===== src/rtl/sd_cmd_frame_receiver.sv =====
`default_nettype none
// ============================================================================
// Module      : sd_cmd_frame_receiver
// Description : Assembles 6-byte SD command frames from an SPI byte stream,
//               checks end bit / CRC7, tracks the APP_CMD prefix and queues
//               good commands in a small FIFO for the consumer.
// Revision    : 1.0 - initial release
// ============================================================================
module sd_cmd_frame_receiver #(
    parameter int CRC_EN  = 1,
    parameter int DEPTH   = 4,
    parameter int TIMEOUT = 64
) (
    input  logic        clock,
    input  logic        reset,
    input  logic [7:0]  io_InputBuffer,
    input  logic        io_BufferChanged,
    input  logic        io_CmdReady,
    output logic        io_CmdValid,
    output logic [5:0]  io_Command,
    output logic [31:0] io_CommandArgument,
    output logic        io_IsAppCmd,
    output logic        io_CrcError,
    output logic        io_FrameError,
    output logic        io_Overflow,
    output logic        io_Busy
);
    localparam int AW = (DEPTH < 2) ? 1 : $clog2(DEPTH);
    localparam int TW = (TIMEOUT < 2) ? 1 : $clog2(TIMEOUT);
    localparam logic [TW-1:0] TMO_LAST = TW'(TIMEOUT - 1);
    localparam int EW = 39;   // {is_app, index[5:0], argument[31:0]}

    typedef enum logic [1:0] {
        IDLE = 2'd0,
        ARG  = 2'd1,
        CRC  = 2'd2
    } state_t;

    // CRC7 (x^7 + x^3 + 1) advanced over one byte, MSB first
    function automatic logic [6:0] crc7_byte(input logic [6:0] crc_in, input logic [7:0] data);
        logic [6:0] c;
        logic       fb;
        c = crc_in;
        for (int i = 7; i >= 0; i--) begin
            fb = c[6] ^ data[i];
            c  = {c[5:0], 1'b0} ^ (fb ? 7'h09 : 7'h00);
        end
        return c;
    endfunction

    state_t          state_q, state_d;
    logic [5:0]      idx_q, idx_d;
    logic [31:0]     arg_q, arg_d;
    logic [6:0]      crc_q, crc_d;
    logic [1:0]      bcnt_q, bcnt_d;
    logic [TW-1:0]   tmo_q, tmo_d;
    logic            app_q, app_d;
    logic            crc_err_q, crc_err_d;
    logic            frame_err_q, frame_err_d;
    logic            ovf_q;
    logic            good;

    logic [EW-1:0]   mem_q [DEPTH];
    logic [AW:0]     wr_q, rd_q;
    logic            empty, full, pop, push;
    logic [EW-1:0]   head;

    assign empty = (wr_q == rd_q);
    assign full  = (wr_q[AW] != rd_q[AW]) && (wr_q[AW-1:0] == rd_q[AW-1:0]);
    assign pop   = !empty && io_CmdReady;
    // A full FIFO still takes the frame when the head leaves in the same cycle
    assign push  = good && (!full || pop);
    assign head  = mem_q[rd_q[AW-1:0]];

    // Frame FSM: next state, frame datapath and status pulses
    always_comb begin
        state_d     = state_q;
        idx_d       = idx_q;
        arg_d       = arg_q;
        crc_d       = crc_q;
        bcnt_d      = bcnt_q;
        app_d       = app_q;
        crc_err_d   = 1'b0;
        frame_err_d = 1'b0;
        good        = 1'b0;
        case (state_q)
            IDLE: begin
                if (io_BufferChanged && io_InputBuffer[7:6] == 2'b01) begin
                    idx_d   = io_InputBuffer[5:0];
                    crc_d   = crc7_byte(7'd0, io_InputBuffer);
                    bcnt_d  = 2'd0;
                    state_d = ARG;
                end
            end
            ARG: begin
                if (io_BufferChanged) begin
                    arg_d  = {arg_q[23:0], io_InputBuffer};
                    crc_d  = crc7_byte(crc_q, io_InputBuffer);
                    bcnt_d = bcnt_q + 2'd1;
                    if (bcnt_q == 2'd3) begin
                        state_d = CRC;
                    end
                end else if (tmo_q == TMO_LAST) begin
                    frame_err_d = 1'b1;
                    app_d       = 1'b0;
                    state_d     = IDLE;
                end
            end
            CRC: begin
                if (io_BufferChanged) begin
                    state_d = IDLE;
                    if (!io_InputBuffer[0]) begin
                        frame_err_d = 1'b1;
                        app_d       = 1'b0;
                    end else if ((CRC_EN != 0) && (io_InputBuffer[7:1] != crc_q)) begin
                        crc_err_d = 1'b1;
                        app_d     = 1'b0;
                    end else begin
                        good  = 1'b1;
                        app_d = (idx_q == 6'd55);
                    end
                end else if (tmo_q == TMO_LAST) begin
                    frame_err_d = 1'b1;
                    app_d       = 1'b0;
                    state_d     = IDLE;
                end
            end
            default: state_d = IDLE;
        endcase
        // Inter-byte gap counter only runs while a frame is open
        if (io_BufferChanged || state_d == IDLE) begin
            tmo_d = '0;
        end else begin
            tmo_d = tmo_q + TW'(1);
        end
    end

    // FSM state register
    always_ff @(posedge clock or posedge reset) begin
        if (reset) begin
            state_q <= IDLE;
        end else begin
            state_q <= state_d;
        end
    end

    // Frame datapath, status flags and FIFO pointers
    always_ff @(posedge clock or posedge reset) begin
        if (reset) begin
            idx_q       <= '0;
            arg_q       <= '0;
            crc_q       <= '0;
            bcnt_q      <= '0;
            tmo_q       <= '0;
            app_q       <= 1'b0;
            crc_err_q   <= 1'b0;
            frame_err_q <= 1'b0;
            ovf_q       <= 1'b0;
            wr_q        <= '0;
            rd_q        <= '0;
        end else begin
            idx_q       <= idx_d;
            arg_q       <= arg_d;
            crc_q       <= crc_d;
            bcnt_q      <= bcnt_d;
            tmo_q       <= tmo_d;
            app_q       <= app_d;
            crc_err_q   <= crc_err_d;
            frame_err_q <= frame_err_d;
            if (good && full && !pop) begin
                ovf_q <= 1'b1;
            end
            if (push) begin
                wr_q <= wr_q + 1'b1;
            end
            if (pop) begin
                rd_q <= rd_q + 1'b1;
            end
        end
    end

    // FIFO storage; contents are only observable through the valid-gated outputs
    always_ff @(posedge clock) begin
        if (push) begin
            mem_q[wr_q[AW-1:0]] <= {app_q, idx_q, arg_q};
        end
    end

    assign io_CmdValid        = !empty;
    assign io_Command         = empty ? 6'd0  : head[37:32];
    assign io_CommandArgument = empty ? 32'd0 : head[31:0];
    assign io_IsAppCmd        = empty ? 1'b0  : head[38];
    assign io_CrcError        = crc_err_q;
    assign io_FrameError      = frame_err_q;
    assign io_Overflow        = ovf_q;
    assign io_Busy            = (state_q != IDLE);

endmodule
`default_nettype wire


===== config.mk =====
export PLATFORM = sky130hd
export DESIGN_NAME = sd_cmd_frame_receiver
export DESIGN_NICKNAME = d
export VERILOG_FILES = /design/src/rtl/sd_cmd_frame_receiver.sv
export SDC_FILE = /design/constraint.sdc
export NUM_CORES = 1
export LEC_CHECK = 0
export CAP_MARGIN = 20
export CORE_ASPECT_RATIO = 1.75
export CORE_UTILIZATION = 42
export DETAILED_ROUTE_END_ITERATION = 8
export PLACE_DENSITY = 0.71
export SYNTH_ARGS = -nofsm -noshare
export SYNTH_HDL_FRONTEND = slang
export SYNTH_SLANG_ARGS = --single-unit

===== constraint.sdc =====
create_clock -name clock -period 2.4 [get_ports clock]
set_input_delay 0.48 -clock clock [delete_from_list [all_inputs] [get_ports clock]]
set_output_delay 0.48 -clock clock [all_outputs]
set_load 0.005 [all_outputs]

==> impl_metrics.env, run 1 <==
export IMPL_synthMuxAreaShare=0.144
export IMPL_worstSetupEndpoint="io_CommandArgument[9]"
export IMPL_reg2reg_from="rd_q[0]$_DFFE_PP0P_"
export IMPL_rsz0062_at_grt="true"
export IMPL_critPathLaunch="rd_q[0]$_DFFE_PP0P_"
export IMPL_via_per_inst=5.27
export IMPL_overflow=0
export IMPL_dp_cells=900
export IMPL_synth_top_area_share=0.506
export IMPL_ys_async_sr_fraction=0.294
export IMPL_yosys_area_top_type="edfxtp_1"
export IMPL_cts_hold_buf=0
export IMPL_synth_compound_area_frac=0.0329
export IMPL_tritoncts="yes"
export IMPL_fin_crit_sh=1.09
export IMPL_ctsHtreeMaxLevel=1
export IMPL_synth_edff_count=156
export IMPL_drt_initial_drc_count=242
export IMPL_grt_max_degree=66
export IMPL_grt_util_all_layers=0.184
export IMPL_r2r_cells=10
export IMPL_rrSetupSlack_ns=0.11
export IMPL_fp_dieArea_mm2=0.0227
export IMPL_violations="negative setup slack"
export IMPL_worst_path_buf_inv=5
export IMPL_drive_above_1_share=0.401
export IMPL_dp_hpwl_um=12700
export IMPL_worst_pin_slew_ns=0.499
export IMPL_clock_path_buffers=3
export IMPL_stdcell_count=972
export IMPL_fillers=1677
export IMPL_coreArea_mm2=0.0216
export IMPL_slew_headroom=0.666
export IMPL_cp_depth=7
export IMPL_p_per_area_mw_per_mm2=1190
export IMPL_grt_pass1_vias=5534
export IMPL_fin_ws_ns=-0.209
export IMPL_path_max_fanout=9
export IMPL_highest_layer="met4"
export IMPL_cp_start_kind="register"
export IMPL_worstPathRequired_ns=1.92
export IMPL_ys_types=52
export IMPL_final_hold_violation_count=0
export IMPL_wl_met1_um=6940
export IMPL_status="finished with violations"
export IMPL_yosys_warnings=0
export IMPL_cp_end_kind="output pin"
export IMPL_r2r_end="mem_q[3][30]$_DFFE_PP_"
export IMPL_antenna_cells=0
export IMPL_critPathArrivalTime_ns=2.13
export IMPL_first_pass_iters=4
export IMPL_synth_area_mm2=0.00926
export IMPL_cts_inserted_buffers=21
export IMPL_cp_slowest_cell="mux4_2"
export IMPL_path_class="register to output pin"
export IMPL_synth_simple_area_share=0.0685
export IMPL_io_buffers=55
export IMPL_avgSynthCellArea_um2=17.0
export IMPL_cts_root_buf="clkbuf_16"
export IMPL_drv_slew=0
export IMPL_dieWidth_um=114
export IMPL_syn_nets=566
export IMPL_ys_ff_latch=221
export IMPL_crit_chain="buf_12 -> buf_6 -> buf_12 -> buf_4 -> mux4_2 -> and2_4 -> buf_6"
export IMPL_grt_pass1_wl_um=31300
export IMPL_antenna_left=0
export IMPL_clk_pin_slew_worst_paths_ns=0.07
export IMPL_fmax_mhz=383
export IMPL_num_rows=71
export IMPL_die_h_um=198
export IMPL_yosysSeqAreaShare=0.682
export IMPL_cts_sinks=221
export IMPL_synthCells=543
export IMPL_pre_cts_ws_ns=-0.115
export IMPL_cp_top_family="buffers and inverters"
export IMPL_clk_latency_ns=0.50
export IMPL_area_delta_synth_final_pct=27.0
export IMPL_synth_fa_ha_area_frac=0.0149
export IMPL_initial_core_util=0.429
export IMPL_met3_wirelength_um=683
export IMPL_critPathMaxStageDelay_ns=0.43
export IMPL_wirelength_um=19600
export IMPL_ir_worst_vdd_mv=0.679
export IMPL_fin_tns_setup_ns=-6.06
export IMPL_gp_congestion=0.844
export IMPL_wl_per_cell_um=20.2
export IMPL_io_pin_count=56
export IMPL_period_minus_slack_ns=2.61
export IMPL_synth_xor_area_frac=0.0362
export IMPL_setup_viol=40
export IMPL_drc=0
export IMPL_synth_top_family_by_area="multiplexers"
export IMPL_wl_met2_um=11500
export IMPL_synth_area_leaders="edfxtp_1 51%, dfrtp_1 18%, mux4_2 9.5%"
export IMPL_synth_main_ff_cell="edfxtp_1"
export IMPL_vias=5121
export IMPL_nets=688
export IMPL_maxCapViolCount=0
export IMPL_p_leak_uw=0.00443
export IMPL_antenna_found_initial=0
export IMPL_fin_worst_skew_ns=0.0124
export IMPL_hold_path_class="primary input to async pin"
## cells in the final DEF, fill, tap and decap left out, drive strengths merged, types with 8 or more instances in the layout
cell           instances
nor2                   9
and2                  44
inv                   13
dfrtp                 65
o21ai                 11
clkinv                 8
clkbuf                27
edfxtp               156
ha                    11
mux2                  40
xnor2                 22
mux4                  39
clkdlybuf4s50         15
xor2                  11
nand2                 21
buf                  115
nand3                 11
## through the flow
stage          instance area, µm²   util  hold WS [ns]  total power (µW)
2_1_floorplan                9260      -         0.443              7830
3_3_place_gp                10500  0.487         0.456              9580
3_5_place_dp                10500  0.487         0.472              9750
4_1_cts                     11700  0.543         0.391             14100
5_1_grt                     11800  0.545         0.422             14700
6_report                    11800  0.545         0.370             14000
## timing repair
action	in CTS	in global routing
resized for setup	235	25
cloned	6	0
pin swaps	19	20
endpoints found under the setup margin	41	181
setup buffers	24	9
## report_power, final
| group | switching, µW | internal, µW |
|---|---|---|
| combinational | 1950 | 3250 |
| sequential | 670 | 4920 |
| clock | 1380 | 1870 |
| total | 4000 | 10000 |
## kinds of logic after synthesis
| group | after synthesis |
|---|---|
| adder cells (fa/ha/maj) | 11 |
| AND/OR/NAND/NOR | 110 |
| XOR/XNOR | 35 |
| buffers and inverters | 44 |
| AO/OA/AOI/OAI | 43 |
| multiplexers | 79 |
| flip-flops | 221 |
## cell type report
cell class | instances | area (µm²) | share of cell area
Timing Repair Buffer | 131 | 1490 | 0.127
Clock inverter | 12 | 124 | 0.0105
Inverter | 12 | 45.0 | 0.00383
Clock buffer | 26 | 554 | 0.0472
Multi-Input combinational cell | 278 | 2870 | 0.244
Tap cell | 292 | 365 | 0.0311
Sequential cell | 221 | 6310 | 0.537
## synthesized netlist by cell type, drive strengths merged (2+ instances only)
library cell and count:
edfxtp 156, dfrtp 65, and2 44, mux2 40
mux4 39, xnor2 22, nand2 21, buf 18
clkbuf 14, inv 12, ha 11, nand3 11
o21ai 11, xor2 11, nor2 9, nor3 5
o22ai 5, a21oi 4, and3 3, nand4 3
nand4b 3, nor4b 3, o21a 3, a21o 2
a22oi 2, a311o 2, nand2b 2, o211a 2
o311ai 2
## state kept, by name, summed over array words and instances (netlist names), 2 cells and up
register,count
mem_q,156
arg_q,32
crc_q,7
idx_q,6
tmo_q,6
rd_q,3
wr_q,3
bcnt_q,2
state_q,2
## tightest hold or removal path, delay by kind of cell
family / cells / cell delay [ns]
buffers and inverters: 3 / 0.79
## per-layer routing
| layer | vias up | GRT usage |
|---|---|---|
| met2 | 135 | 0.358 |
| met3 | 32 | 0.0232 |
| met1 | 2647 | 0.201 |
| met4 | 0 | 0.0611 |
| met5 | - | 0 |
| li1 | 2307 | - |
## how the worst min path moves through the flow
stage	from	to	depth (start not counted)
after floorplan	bcnt_q[1]$_DFFE_PP0P_	bcnt_q[1]$_DFFE_PP0P_	2
after global placement	bcnt_q[1]$_DFFE_PP0P_	bcnt_q[1]$_DFFE_PP0P_	2
after detailed placement	bcnt_q[1]$_DFFE_PP0P_	bcnt_q[1]$_DFFE_PP0P_	2
after CTS	reset	crc_q[2]$_DFFE_PP0P_	3
after global routing	reset	crc_q[2]$_DFFE_PP0P_	3
final	reset	crc_q[2]$_DFFE_PP0P_	3
Power figures use the tool's default switching activity.
==> inputs of run 2 (changes only) <==
--- a/config.mk
+++ b/config.mk
@@ -9,7 +9,7 @@
 export CORE_ASPECT_RATIO = 1.75
 export CORE_UTILIZATION = 42
 export DETAILED_ROUTE_END_ITERATION = 8
-export PLACE_DENSITY = 0.71
+export PLACE_DENSITY = 0.62
 export SYNTH_ARGS = -nofsm -noshare
 export SYNTH_HDL_FRONTEND = slang
 export SYNTH_SLANG_ARGS = --single-unit
==> constraint.sdc (replaced) <==
create_clock -name clock -period 2.3 [get_ports clock]
set_input_delay 0.46 -clock clock [delete_from_list [all_inputs] [get_ports clock]]
set_output_delay 0.46 -clock clock [all_outputs]
set_load 0.005 [all_outputs]
==> impl_metrics.env, run 2 (synthesis gave the netlist of run 1 again) <==
export IMPL_whs_ns=0.357
export IMPL_overflow=0
export IMPL_io_buffers=55
export IMPL_final_cell_mix="156 x edfxtp_1, 64 x dfrtp_1, 45 x buf_6, 39 x mux2_2, 39 x mux4_2"
export IMPL_period_minus_slack_ns=2.52
export IMPL_wirelength_um=19100
export IMPL_nets=684
export IMPL_fmax_mhz=397
export IMPL_p_leak_uw=0.00439
export IMPL_num_rows=71
export IMPL_crit_top_cell="buf_12"
export IMPL_io_pin_count=56
export IMPL_grt_pass1_vias=5469
export IMPL_largest_register_ff_count=156
export IMPL_area_delta_synth_final_pct=26.2
export IMPL_coreArea_mm2=0.0216
export IMPL_initial_core_util=0.429
export IMPL_fin_ws_ns=-0.220
export IMPL_gp_congestion=0.802
export IMPL_drive_above_1_share=0.391
export IMPL_rsz0062_at_grt="true"
export IMPL_clk_pin_slew_worst_paths_ns=0.07
export IMPL_setup_viol=39
export IMPL_via_per_inst=5.15
export IMPL_die_h_um=198
export IMPL_worst_pin_slew_ns=0.589
export IMPL_grt_max_degree=66
export IMPL_cts_hold_buf=0
export IMPL_critPathMaxStageDelay_ns=0.52
export IMPL_power_switching_uw=4070
export IMPL_final_hold_violation_count=0
export IMPL_tritoncts="yes"
export IMPL_hold_path_class="primary input to async pin"
export IMPL_cts_inserted_buffers=20
export IMPL_fp_dieArea_mm2=0.0227
export IMPL_rrSetupSlack_ns=0.17
export IMPL_fin_crit_sh=1.10
export IMPL_fin_util=0.541
export IMPL_dp_cells=899
export IMPL_drt_initial_drc_count=128
export IMPL_fin_worst_skew_ns=0.0101
export IMPL_antenna_left=0
export IMPL_status="finished with violations"
export IMPL_stdcell_count=967
export IMPL_clock_path_buffers=3
export IMPL_clkPwrFrac=0.216
export IMPL_grt_util_all_layers=0.178
export IMPL_p_per_area_mw_per_mm2=1220
export IMPL_critPathArrivalTime_ns=2.06
export IMPL_layout_commonest_cell="edfxtp_1"
export IMPL_seq_power_share=0.407
export IMPL_antenna_cells=0
export IMPL_cp_slowest_cell="mux4_2"
export IMPL_violations="negative setup slack"
export IMPL_wl_per_cell_um=19.7
export IMPL_cp_start_kind="register"
export IMPL_crit_chain="buf_12 -> buf_8 -> buf_12 -> mux4_2 -> and2_4 -> buf_6"
export IMPL_dieWidth_um=114
export IMPL_total_power_uw=14300
export IMPL_p_int_uw=10200
export IMPL_cts_sinks=221
export IMPL_grt_pass1_wl_um=30200
export IMPL_slew_headroom=0.605
export IMPL_cp_end_kind="output pin"
export IMPL_worstPathRequired_ns=1.84
export IMPL_drc=0
export IMPL_path_class="register to output pin"
export IMPL_clk_latency_ns=0.49
export IMPL_first_pass_iters=5
export IMPL_path_max_fanout=5
export IMPL_power_share_combinational=0.377
export IMPL_antenna_found_initial=0
export IMPL_cts_root_buf="clkbuf_16"
export IMPL_dp_hpwl_um=12400
export IMPL_vias=4980
export IMPL_ir_worst_vdd_mv=0.751
export IMPL_maxCapViolCount=0
export IMPL_ctsHtreeMaxLevel=1
export IMPL_netSwitchingFraction=0.284
export IMPL_drv_slew=0
==> run 2: cell count changes in the layout (fill, tap and decap cells not counted), sizes merged <==
cell,previous run,this run
buf,115,113
bufinv,2,0
clkinv,8,9
clkinvlp,1,0
inv,13,12
==> run 2: worst max-delay path, delay by kind of cell (launching register included) <==
family / cells / cell delay (ns)
mux: 1 / 0.52
buf+inv: 4 / 0.46
flops: 1 / 0.43
simple gates: 1 / 0.16
==> run 2: power by group through the flow <==
stage	Clock (µW)	Combinational, µW	Sequential [µW]
after floorplan	0	2600	5570
final	3090	5390	5820
after global routing	3300	5780	5930
after global placement	0	4130	5880
after CTS	3160	5250	5840
after detailed placement	0	4200	5940
==> run 2: what timing repair did <==
action / 4_1_cts / 5_1_grt
endpoints found under the hold margin: 0 / 0
pin swaps: 36 / 18
gates resized for setup: 232 / 32
setup buffers: 33 / 5
setup endpoints to repair: 41 / 40
gates cloned: 5 / 0
==> run 2: final timing paths <==
check,start,end,cells after the start
min reg2reg,io_Overflow$_DFFE_PP0P_,io_Overflow$_DFFE_PP0P_,1
min in group clock,io_Overflow$_DFFE_PP0P_,io_Overflow$_DFFE_PP0P_,1
max in group asynchronous,reset,io_FrameError$_DFF_PP0_,3
min,reset,crc_q[5]$_DFFE_PP0P_,3
max,rd_q[0]$_DFFE_PP0P_,io_CommandArgument[4],6
max reg2reg,state_q[0]$_DFF_PP0_,mem_q[1][20]$_DFFE_PP_,6
==> run 2: per-stage QoR <==
step / setup WS, ns / area [µm²] / TNS, ns
global placement: -0.211 / 10500 / -32.03
CTS: -0.283 / 11600 / -8.70
detailed placement: -0.244 / 10500 / -37.73
global route: -0.291 / 11700 / -9.67
finish: -0.220 / 11700 / -7.24
floorplan: 0.00999 / 9260 / 0
==> run 2: area by class of cell <==
| class | count | area (µm²) |
|---|---|---|
| repair buffers | 128 | 1480 |
| multi-input cells | 278 | 2880 |
| inverters | 12 | 45.0 |
| fillers | 1704 | 9910 |
| clock inverters | 9 | 48.8 |
| flip-flops and latches | 221 | 6310 |
| clock buffers | 27 | 558 |
| well taps | 292 | 365 |
==> run 2: routing by layer <==
metal / routed length (µm) / GRT usage / share of wire / vias to the layer above
li1: - / - / - / 2305
met1: 6910 / 0.190 / 0.36 / 2543
met2: 11100 / 0.348 / 0.58 / 96
met3: 490 / 0.0189 / 0.026 / 36
met4: 604 / 0.0726 / 0.032 / 0
met5: 0 / 0 / 0 / -
